<file path="config.mk">
export PLATFORM = sky130hd
export DESIGN_NAME = ahb_mailbox_sender
export DESIGN_NICKNAME = d
export VERILOG_FILES = /design/src/rtl/ahb_mailbox_sender.sv
export SDC_FILE = /design/constraint.sdc
export NUM_CORES = 1
export LEC_CHECK = 0
export CORE_MARGIN = 10
export CORE_UTILIZATION = 40
export CTS_CLUSTER_DIAMETER = 100
export CTS_CLUSTER_SIZE = 24
export DETAILED_ROUTE_END_ITERATION = 16
export PLACE_DENSITY_LB_ADDON = 0.25
export SLEW_MARGIN = 25
export SYNTH_ARGS = -nofsm -noshare
export SYNTH_HDL_FRONTEND = slang
export SYNTH_SLANG_ARGS = --single-unit
</file>
<file path="constraint.sdc">
create_clock -name hclk -period 4.3 [get_ports hclk]
set_input_delay 0.43 -clock hclk [delete_from_list [all_inputs] [get_ports hclk]]
set_output_delay 0.43 -clock hclk [all_outputs]
set_load 0.02 [all_outputs]
</file>
<file path="src/rtl/ahb_mailbox_sender.sv">
// AHB-Lite initiator that posts one message into a mailbox channel: polls the channel ctrl word
// until empty, writes the payload into mailbox RAM, then raises full/intr in the ctrl word.
module ahb_mailbox_sender #(
   parameter int          ADDR_WIDTH = 32,
   parameter int          DATA_WIDTH = 32,
   parameter logic [31:0] MBOX_BASE  = 32'h4000_0000,
   parameter int          CHANNEL    = 0,
   parameter logic [31:0] RAM_OFFSET = 32'h8000,
   parameter int          MAX_WORDS  = 8192,
   parameter int          POLL_GAP   = 16
) (
   input  logic                  hclk,
   input  logic                  hresetn,
   output logic [ADDR_WIDTH-1:0] haddr,
   output logic [1:0]            htrans,
   output logic                  hwrite,
   output logic [2:0]            hsize,
   output logic [2:0]            hburst,
   output logic [3:0]            hprot,
   output logic [DATA_WIDTH-1:0] hwdata,
   input  logic                  hready,
   input  logic [1:0]            hresp,
   input  logic [DATA_WIDTH-1:0] hrdata,
   input  logic                  msg_start,
   input  logic [7:0]            msg_id,
   input  logic [14:0]           msg_size,
   input  logic                  tx_valid,
   input  logic [DATA_WIDTH-1:0] tx_data,
   output logic                  tx_ready,
   output logic                  busy,
   output logic                  done,
   output logic                  err
);

   localparam logic [1:0]            TR_IDLE   = 2'b00;
   localparam logic [1:0]            TR_NONSEQ = 2'b10;
   localparam logic [1:0]            RESP_ERR  = 2'b01;
   localparam logic [ADDR_WIDTH-1:0] CTRL_ADDR = ADDR_WIDTH'(MBOX_BASE + 32'(4 * CHANNEL));
   localparam logic [ADDR_WIDTH-1:0] RAM_BASE  = ADDR_WIDTH'(MBOX_BASE + RAM_OFFSET);
   localparam logic [14:0]           SIZE_MAX  = 15'(MAX_WORDS);
   localparam int                    GAP_W     = $clog2(POLL_GAP + 1);
   localparam logic [GAP_W-1:0]      GAP_LOAD  = GAP_W'(POLL_GAP - 1);

   typedef enum logic [2:0] {
      S_IDLE,
      S_POLL_A,
      S_POLL_D,
      S_WAIT,
      S_DATA_A,
      S_DATA_D,
      S_CTRL_A,
      S_CTRL_D
   } state_t;

   state_t           state;
   logic [13:0]      idx;
   logic [GAP_W-1:0] gap_cnt;
   logic [7:0]       id_q;
   logic [14:0]      size_q;
   logic [31:0]      ctrl_word;
   logic             is_last;
   logic             bus_error;
   logic             unused_rdata;

   function automatic logic [ADDR_WIDTH-1:0] ram_addr(input logic [13:0] i);
      return RAM_BASE + ADDR_WIDTH'({i, 2'b00});
   endfunction

   assign hsize     = 3'b010;
   assign hburst    = 3'b000;
   assign hprot     = 4'b0011;
   assign ctrl_word = {2'b11, 7'b0, size_q, id_q};
   assign is_last   = ({1'b0, idx} == (size_q - 15'd1));
   assign bus_error = (hresp == RESP_ERR);
   // only the full flag of the polled ctrl word matters
   assign unused_rdata = ^hrdata;

   // the pop happens in the very cycle the slave accepts the payload address phase
   assign tx_ready = (state == S_DATA_A) && (htrans == TR_NONSEQ) && hready;

   // message descriptor is plain data: captured on an accepted start, never reset
   always_ff @(posedge hclk) begin
      if (state == S_IDLE && msg_start && msg_size <= SIZE_MAX) begin
         id_q   <= msg_id;
         size_q <= msg_size;
      end
   end

   always_ff @(posedge hclk or negedge hresetn) begin
      if (!hresetn) begin
         state   <= S_IDLE;
         htrans  <= TR_IDLE;
         haddr   <= '0;
         hwrite  <= 1'b0;
         hwdata  <= '0;
         busy    <= 1'b0;
         done    <= 1'b0;
         err     <= 1'b0;
         idx     <= '0;
         gap_cnt <= '0;
      end else begin
         done <= 1'b0;
         err  <= 1'b0;
         case (state)
            S_IDLE: begin
               if (msg_start) begin
                  if (msg_size > SIZE_MAX) begin
                     err <= 1'b1;
                  end else begin
                     busy   <= 1'b1;
                     htrans <= TR_NONSEQ;
                     haddr  <= CTRL_ADDR;
                     hwrite <= 1'b0;
                     state  <= S_POLL_A;
                  end
               end
            end

            S_POLL_A: begin
               if (hready) begin
                  htrans <= TR_IDLE;
                  haddr  <= '0;
                  state  <= S_POLL_D;
               end
            end

            S_POLL_D: begin
               if (hready) begin
                  if (bus_error) begin
                     busy  <= 1'b0;
                     err   <= 1'b1;
                     state <= S_IDLE;
                  end else if (hrdata[30]) begin
                     gap_cnt <= GAP_LOAD;
                     state   <= S_WAIT;
                  end else if (size_q == 15'd0) begin
                     htrans <= TR_NONSEQ;
                     haddr  <= CTRL_ADDR;
                     hwrite <= 1'b1;
                     state  <= S_CTRL_A;
                  end else begin
                     idx   <= '0;
                     state <= S_DATA_A;
                     if (tx_valid) begin
                        htrans <= TR_NONSEQ;
                        haddr  <= ram_addr(14'd0);
                        hwrite <= 1'b1;
                     end
                  end
               end
            end

            S_WAIT: begin
               if (gap_cnt == '0) begin
                  htrans <= TR_NONSEQ;
                  haddr  <= CTRL_ADDR;
                  hwrite <= 1'b0;
                  state  <= S_POLL_A;
               end else begin
                  gap_cnt <= gap_cnt - 1'b1;
               end
            end

            // DATA_A covers both the stalled wait for tx_valid and the live address phase
            S_DATA_A: begin
               if (htrans == TR_NONSEQ) begin
                  if (hready) begin
                     hwdata <= tx_data;
                     htrans <= TR_IDLE;
                     haddr  <= '0;
                     hwrite <= 1'b0;
                     state  <= S_DATA_D;
                  end
               end else if (tx_valid) begin
                  htrans <= TR_NONSEQ;
                  haddr  <= ram_addr(idx);
                  hwrite <= 1'b1;
               end
            end

            S_DATA_D: begin
               if (hready) begin
                  if (bus_error) begin
                     busy  <= 1'b0;
                     err   <= 1'b1;
                     state <= S_IDLE;
                  end else if (is_last) begin
                     htrans <= TR_NONSEQ;
                     haddr  <= CTRL_ADDR;
                     hwrite <= 1'b1;
                     state  <= S_CTRL_A;
                  end else begin
                     idx   <= idx + 14'd1;
                     state <= S_DATA_A;
                     if (tx_valid) begin
                        htrans <= TR_NONSEQ;
                        haddr  <= ram_addr(idx + 14'd1);
                        hwrite <= 1'b1;
                     end
                  end
               end
            end

            S_CTRL_A: begin
               if (hready) begin
                  hwdata <= DATA_WIDTH'(ctrl_word);
                  htrans <= TR_IDLE;
                  haddr  <= '0;
                  hwrite <= 1'b0;
                  state  <= S_CTRL_D;
               end
            end

            S_CTRL_D: begin
               if (hready) begin
                  busy  <= 1'b0;
                  state <= S_IDLE;
                  if (bus_error) begin
                     err <= 1'b1;
                  end else begin
                     done <= 1'b1;
                  end
               end
            end

            default: begin
               state  <= S_IDLE;
               htrans <= TR_IDLE;
               haddr  <= '0;
               hwrite <= 1'b0;
               busy   <= 1'b0;
            end
         endcase
      end
   end

endmodule
</file>
==> results of run 1 <==
## worst min path at each step
stage                          from  slack, ns    endpoint
after detailed placement   haddr[5]       0.46    haddr[5]
after CTS                   hresetn       0.15  hwdata[10]
after global routing        hresetn       0.16  hwdata[10]
after floorplan             hresetn       0.13        busy
after global placement    hwdata[1]       0.46   hwdata[1]
final                       hresetn       0.09  hwdata[10]
## state kept, by name (all words and copies together), names as in the netlist, 2 cells and up
| signal | flops |
|---|---|
| haddr | 32 |
| hwdata | 32 |
| size_q | 15 |
| idx | 14 |
| id_q | 8 |
| gap_cnt | 5 |
| state | 3 |
| htrans | 2 |
## cell usage after synthesis, types with 9 or more instances
cell type                  count  area, um2
sky130_fd_sc_hd__dfrtp_1      92       2302
sky130_fd_sc_hd__a22o_1       16      140.1
sky130_fd_sc_hd__o21ai_0      50      250.2
sky130_fd_sc_hd__nor3_1       17      85.08
sky130_fd_sc_hd__a21oi_1      29      145.1
sky130_fd_sc_hd__o22a_1        9      78.83
sky130_fd_sc_hd__nand2b_1      9      56.30
sky130_fd_sc_hd__clkbuf_1     30      112.6
sky130_fd_sc_hd__xor2_1       13      113.9
sky130_fd_sc_hd__edfxtp_1     23      690.7
sky130_fd_sc_hd__nand2_1      69      259.0
sky130_fd_sc_hd__inv_1        16      60.06
sky130_fd_sc_hd__nor2_1       42      157.7
sky130_fd_sc_hd__buf_4        10      75.07
sky130_fd_sc_hd__mux2i_1      23      230.2
sky130_fd_sc_hd__a31oi_1      10      62.56
sky130_fd_sc_hd__and2_1       19      118.9
sky130_fd_sc_hd__nand3_1      14      70.07
## layout make-up
class | instances | area (um2)
clock buffer | 18 | 429.2
clock inverter | 14 | 140.1
fill | 1286 | 6591
inverter | 18 | 67.56
multi-input combinational | 447 | 2759
sequential | 115 | 2993
tap | 184 | 230.2
timing repair buffer | 147 | 1434
## power groups by stage
stage | combinational (uW) | clock, uW | sequential [uW]
floorplan | 1010 | 0 | 1710
global placement | 1840 | 0 | 1550
CTS | 1880 | 1380 | 1550
global route | 2060 | 1440 | 1590
finish | 1880 | 1360 | 1550
detailed placement | 1880 | 0 | 1570
## metrics by stage
step | hold slack, ns | power [uW] | cells | setup WS, ns
2_1_floorplan | 0.1344 | 2723 | 630 | 1.105
3_3_place_gp | 0.4614 | 3392 | 911 | 0.7914
3_5_place_dp | 0.4647 | 3444 | 911 | 0.7829
4_1_cts | 0.1508 | 4820 | 943 | 0.7550
5_1_grt | 0.1612 | 5091 | 943 | 0.5890
6_report | 0.09396 | 4791 | 943 | 0.7555
## cell families after synthesis
kind of cell | after synthesis
flops | 115
mux | 28
xor+xnor | 20
simple gates | 221
other cells | 2
buf+inv | 68
compound gates | 164
fa+ha+maj | 4
## layer usage
metal,routed length (um),share of wire
met1,8031,0.45
met2,7908,0.44
met3,1743,0.097
met4,233,0.013
met5,0,0
## critical path, delay by kind of cell (launching register included)
family	cells	cell delay, ns
buf+inv	3	0.51
mux	1	0.27
flops	1	0.50
compound gates	2	0.28
simple gates	4	1.85
==> impl_metrics.json, run 1 <==
{
  "status": "completed",
  "cellPowerDensity_mw_per_mm2": 594.9,
  "clock_power_share": 0.284,
  "report.final.hold_viol_count": 0,
  "asyncSetResetFlopFracSynth": 0.8000,
  "fmaxAchievable_mhz": 282.1,
  "die_width_um": 142.7,
  "worstSetupStartpointType": "register",
  "floorplan.die_area_mm2": 0.02037,
  "clk_pin_slew_ns": 0.06,
  "worst-endpoint-arrival_ns": 3.84,
  "cts.htree.levels": 4,
  "globalRoute.totalOverflow": 0,
  "startpoint": "size_q[7]",
  "period_share": 0.8243,
  "timing.slew.headroom": 0.4213,
  "yosys_register_bits": 115,
  "insertedDiodeCount": 0,
  "globalplace.congestion": 0.8982,
  "initial_drc_count": 382,
  "remaining_drc_errors": 0,
  "worst_pin_slew_ns": 0.8680,
  "mostFrequentLayoutCell": "sky130_fd_sc_hd__clkdlybuf4s50_1",
  "clock_skew_ns": 0.005587,
  "initial_utilization": 0.4115,
  "synth_xor_area_frac": 0.02907,
  "global_route.usage.met3": 0.06866,
  "power.sequential.fraction": 0.324,
  "rows": 44,
  "groute.usage.overall": 0.1768,
  "ant_nets": 0,
  "area_growth_syn_to_layout_pct": 33.64,
  "routed_via_density": 5.602,
  "drv_cap": 0,
  "layout.cells.most_common_list": "132 x sky130_fd_sc_hd__clkdlybuf4s50_1, 92 x sky130_fd_sc_hd__dfrtp_1, 69 x sky130_fd_sc_hd__nand2_1, 50 x sky130_fd_sc_hd__o21ai_0, 41 x sky130_fd_sc_hd__nor2_1",
  "vias": 5283,
  "synthesis.area_per_instance_um2": 9.688,
  "cp-end-kind": "register",
  "timing.final.setup_violations": 0,
  "postRouteWirelength_mm": 17.92,
  "power.leakage_uw": 0.003405,
  "synth_top_family_by_area": "simple AND/OR/NAND/NOR gates",
  "drive_above_1_share": 0.08037,
  "first_pass_iters": 6,
  "rsz0062_at_grt": "no",
  "drv_slew": 0,
  "combPwrFrac": 0.392,
  "p_int_uw": 2969,
  "number_of_global_route_vias_before_repair": 5407,
  "core_area_mm2": 0.01464,
  "minimum_period_implied_by_the_final_worst_setup_slack_ns": 3.544,
  "ctsLongestPathBuffers": 2,
  "route.detailed.wl_per_inst_um": 19.00,
  "cts_hold_buffers": 0,
  "cp_slowest_stage_delay_ns": 0.60,
  "ctsResizeCount": 0,
  "timing_worst_setup_path_type": "register to register",
  "ys_warn_count": 0,
  "clk_latency_worst_skew_pair_ns": 0.42,
  "worst_r2r_startpoint": "size_q[7]",
  "crit_path_cell_trace": "or4_4, or4_4, or4_1, o32ai_1, o2111ai_1, buf_4, buf_4, nand3_1, inv_1, mux2_2",
  "number_of_synthesized_flops_with_an_enable_pin": 23,
  "setup_tns_ns": 0,
  "worst_ep_required_time_ns": 4.60,
  "dpl_cell_area_mm2": 0.007476,
  "final_core_util": 0.5499,
  "sequential_share_of_the_synthesized_area": 0.4967,
  "io_pins": 175,
  "critPathMaxFanout": 13,
  "layout.nets": 844,
  "crit_end": "idx[0]",
  "buffer_ports.inserted": 133,
  "critical_path.reg2reg.endpoint": "idx[0]",
  "synth-compound-area-share": 0.1809,
  "chipHeight_um": 142.7,
  "grt.met1_usage": 0.2257,
  "post-dp-hpwl_mm": 13.06,
  "largest_net_degree_at_the_start_of_global_routing": 67,
  "p_switching_uw": 1821,
  "power.switching_fraction": 0.3802,
  "slowest_stage": "sky130_fd_sc_hd__or4_4",
  "hold_path.class": "input pin to async pin",
  "r2r.worst_path.cells": 10,
  "grt_antenna_before_repair": 0,
  "worst_ir_drop_vdd_uv": 299.7,
  "cts.root.buffer_cell": "sky130_fd_sc_hd__clkbuf_16",
  "summed_area_of_non_filler_cells_in_the_final_layout_mm2": 0.008053,
  "synth_cell_type_count": 61,
  "post_cts.repair.setup_buffers": 0,
  "grt_first_pass_wirelength_mm": 28.87,
  "grt.met2_usage": 0.2665,
  "globalRoute.busiestLayer": "met2",
  "synthFlopType": "sky130_fd_sc_hd__dfrtp_1",
  "syn_inst": 622,
  "synth.area.mux_share": 0.04755,
  "synth.cell_area_mm2": 0.006026,
  "timing.reg2reg.setup_slack_ns": 0.76,
  "synth_simple_gate_area_frac": 0.1842,
  "synth-adder-area-share": 0.008306,
  "tritoncts.num_buffers": 17,
  "cts_num_sinks": 115,
  "cts_tree": "yes"
}
No activity file was read; power rests on OpenSTA's default activity.
==> inputs of run 2 (changes only) <==
- clock period: 4.3 -> 2.95 ns (I/O delays scaled with it)
==> run 2 against run 1 <==
The run now ends with hold timing, setup timing left. Die area did not move. Core utilization rose by 4.3 points. Clock-buffer cell count rose by 1. Register-to-register slack got worse by 0.99 ns. Sequential power rose by 45%. Sequential share of layout area fell by 2.7 points. Final cell count rose by 5.9%. Via count rose by 4.9%. Combinational power rose by 63%. Setup slack got worse by 0.99 ns. Power rose by 56%. Global-route usage rose by 0.48 points. Largest cell class unchanged. Highest routed layer unchanged.
==> impl_metrics.json, run 2 (synthesis gave the netlist of run 1 again) <==
{
  "slowest_stage": "sky130_fd_sc_hd__or4_4",
  "cts.htree.levels": 4,
  "ant_nets": 0,
  "cellPowerDensity_mw_per_mm2": 859.0,
  "cts_num_sinks": 115,
  "status": "finished with violations",
  "drv_cap": 0,
  "minimum_period_implied_by_the_final_worst_setup_slack_ns": 3.184,
  "clock_skew_ns": 0.006108,
  "timing_worst_setup_path_type": "register to register",
  "drv_slew": 0,
  "layout.nets": 900,
  "floorplan.die_area_mm2": 0.02037,
  "globalplace.congestion": 0.8899,
  "grt_first_pass_wirelength_mm": 29.85,
  "timing.reg2reg.setup_slack_ns": -0.23,
  "timing.final.setup_violations": 50,
  "timing.hold.ws_ns": -0.03534,
  "r2r.worst_path.cells": 10,
  "critPathMaxFanout": 5,
  "insertedDiodeCount": 0,
  "critical_path.reg2reg.endpoint": "haddr[14]",
  "final_core_util": 0.5926,
  "hold_path.class": "input pin to async pin",
  "grt_antenna_before_repair": 0,
  "largest_net_degree_at_the_start_of_global_routing": 66,
  "top_regs": "haddr (32), hwdata (32), size_q (15)",
  "mostFrequentLayoutCell": "sky130_fd_sc_hd__clkdlybuf4s50_1",
  "rsz0062_at_grt": "yes",
  "cts.root.buffer_cell": "sky130_fd_sc_hd__clkbuf_16",
  "numPlacedInstances": 960,
  "initial_drc_count": 412,
  "routed_via_density": 5.547,
  "multiInputGateArea_mm2": 0.002873,
  "globalRoute.totalOverflow": 0,
  "clk_pin_slew_ns": 0.05,
  "worst_ep_required_time_ns": 3.26,
  "failed_checks": "hold timing, setup timing",
  "worstSetupStartpointType": "register",
  "cp_slowest_stage_delay_ns": 0.56,
  "chipHeight_um": 142.7,
  "tritoncts.num_buffers": 17,
  "report.final.hold_viol_count": 13,
  "rows": 44,
  "die_width_um": 142.7,
  "ctsLongestPathBuffers": 2,
  "worst_pin_slew_ns": 0.8664,
  "finish.cell_count_without_fillers": 999,
  "cp-end-kind": "register",
  "postRouteWirelength_mm": 18.40,
  "core_area_mm2": 0.01464,
  "most_used_cell_along_the_critical_path": "sky130_fd_sc_hd__or4_4",
  "layout.cells.most_common_list": "132 x sky130_fd_sc_hd__clkdlybuf4s50_1, 92 x sky130_fd_sc_hd__dfrtp_1, 69 x sky130_fd_sc_hd__nand2_1, 65 x sky130_fd_sc_hd__buf_4, 45 x sky130_fd_sc_hd__o21ai_0",
  "finalWorstSetupSlack_ns": -0.2342,
  "io_pins": 175,
  "power.leakage_uw": 0.003739,
  "fmaxAchievable_mhz": 314.1,
  "worst-endpoint-arrival_ns": 3.49,
  "groute.usage.overall": 0.1816,
  "period_share": 1.079,
  "timing.slew.headroom": 0.4224,
  "route.detailed.wl_per_inst_um": 18.42,
  "worst_ir_drop_vdd_uv": 479.2,
  "clk_latency_worst_skew_pair_ns": 0.42,
  "cts_hold_buffers": 0,
  "num-fill-cells": 1223,
  "number_of_global_route_vias_before_repair": 5660,
  "crit_path_cell_trace": "or4_4, or4_4, or4_4, o32ai_4, o2111ai_4, buf_4, buf_6, a31oi_1, o2bb2ai_2, a22o_1",
  "drive_above_1_share": 0.1644,
  "register_area_mm2": 0.002993,
  "worst_r2r_startpoint": "size_q[9]",
  "vias": 5541,
  "post-dp-hpwl_mm": 13.42,
  "initial_utilization": 0.4115,
  "area_growth_syn_to_layout_pct": 44.02,
  "cts_tree": "yes",
  "remaining_drc_errors": 0,
  "first_pass_iters": 6,
  "buffer_ports.inserted": 133
}
## run 2: cell count changes in the layout (fill, tap and decap cells not counted), moves of 2 or more
cell | before | now
sky130_fd_sc_hd__bufinv_16 | 2 | 4
sky130_fd_sc_hd__clkinvlp_4 | 7 | 2
sky130_fd_sc_hd__buf_6 | 0 | 4
sky130_fd_sc_hd__o21ai_4 | 1 | 3
sky130_fd_sc_hd__clkinv_1 | 3 | 1
sky130_fd_sc_hd__clkinv_4 | 1 | 4
sky130_fd_sc_hd__buf_12 | 0 | 2
sky130_fd_sc_hd__buf_4 | 15 | 65
sky130_fd_sc_hd__o21ai_1 | 0 | 2
sky130_fd_sc_hd__o21ai_0 | 50 | 45
## run 2: metrics by stage
stage / cell area [um2] / worst slack [ns] / power [uW] / setup TNS, ns
finish: 8678 / -0.2342 / 7455 / -7.756
global route: 8678 / -0.3179 / 7923 / -12.82
CTS: 8588 / -0.2356 / 7452 / -9.273
detailed placement: 7873 / -0.3301 / 5243 / -12.50
global placement: 7873 / -0.2378 / 5172 / -9.179
floorplan: 6068 / -0.2367 / 3976 / -7.742
## run 2: timing repair
item,in CTS,in global routing
resized for setup,16,17
endpoints found under the setup margin,50,51
buffers inserted,5,2
pin swaps,6,6
gates cloned,1,0
hold endpoints to repair,0,0
## run 2: per-layer routing
| layer | GRT usage | share of wire | vias to the layer above |
|---|---|---|---|
| met1 | 0.2351 | 0.44 | 2667 |
| met3 | 0.06833 | 0.11 | 29 |
| met4 | 0.05972 | 0.013 | 0 |
| met2 | 0.2741 | 0.43 | 246 |
| li1 | - | - | 2599 |
| met5 | 0 | 0 | - |
## run 2: layout make-up
class / count / area share
sequential: 115 / 0.3449
inverter: 18 / 0.008218
timing repair buffer: 203 / 0.2183
clock inverter: 13 / 0.02119
tap: 184 / 0.02653
clock buffer: 19 / 0.04988
multi-input combinational: 447 / 0.3310
## run 2: how the worst max path moves through the flow
stage                      endpoint  cells past startpoint      start  slack (ns)
after floorplan           haddr[13]                     11  size_q[6]       -0.24
after global placement     haddr[2]                     10  size_q[6]       -0.24
after detailed placement  haddr[14]                     10  size_q[6]       -0.33
after CTS                 haddr[14]                     10  size_q[9]       -0.24
after global routing       haddr[2]                     10  size_q[9]       -0.32
final                     haddr[14]                     10  size_q[9]       -0.23
## run 2: worst max-delay path, delay by kind of cell (launching register included)
| family | cells | cell delay, ns |
|---|---|---|
| flops | 1 | 0.39 |
| compound gates | 5 | 0.84 |
| buf+inv | 2 | 0.31 |
| simple gates | 3 | 1.54 |
## run 2: power by group
group          total [uW]  switching, uW  internal (uW)
logic                3060           1700           1360
clock network        2140            733           1410
registers            2250            288           1960
total                7450           2720           4730
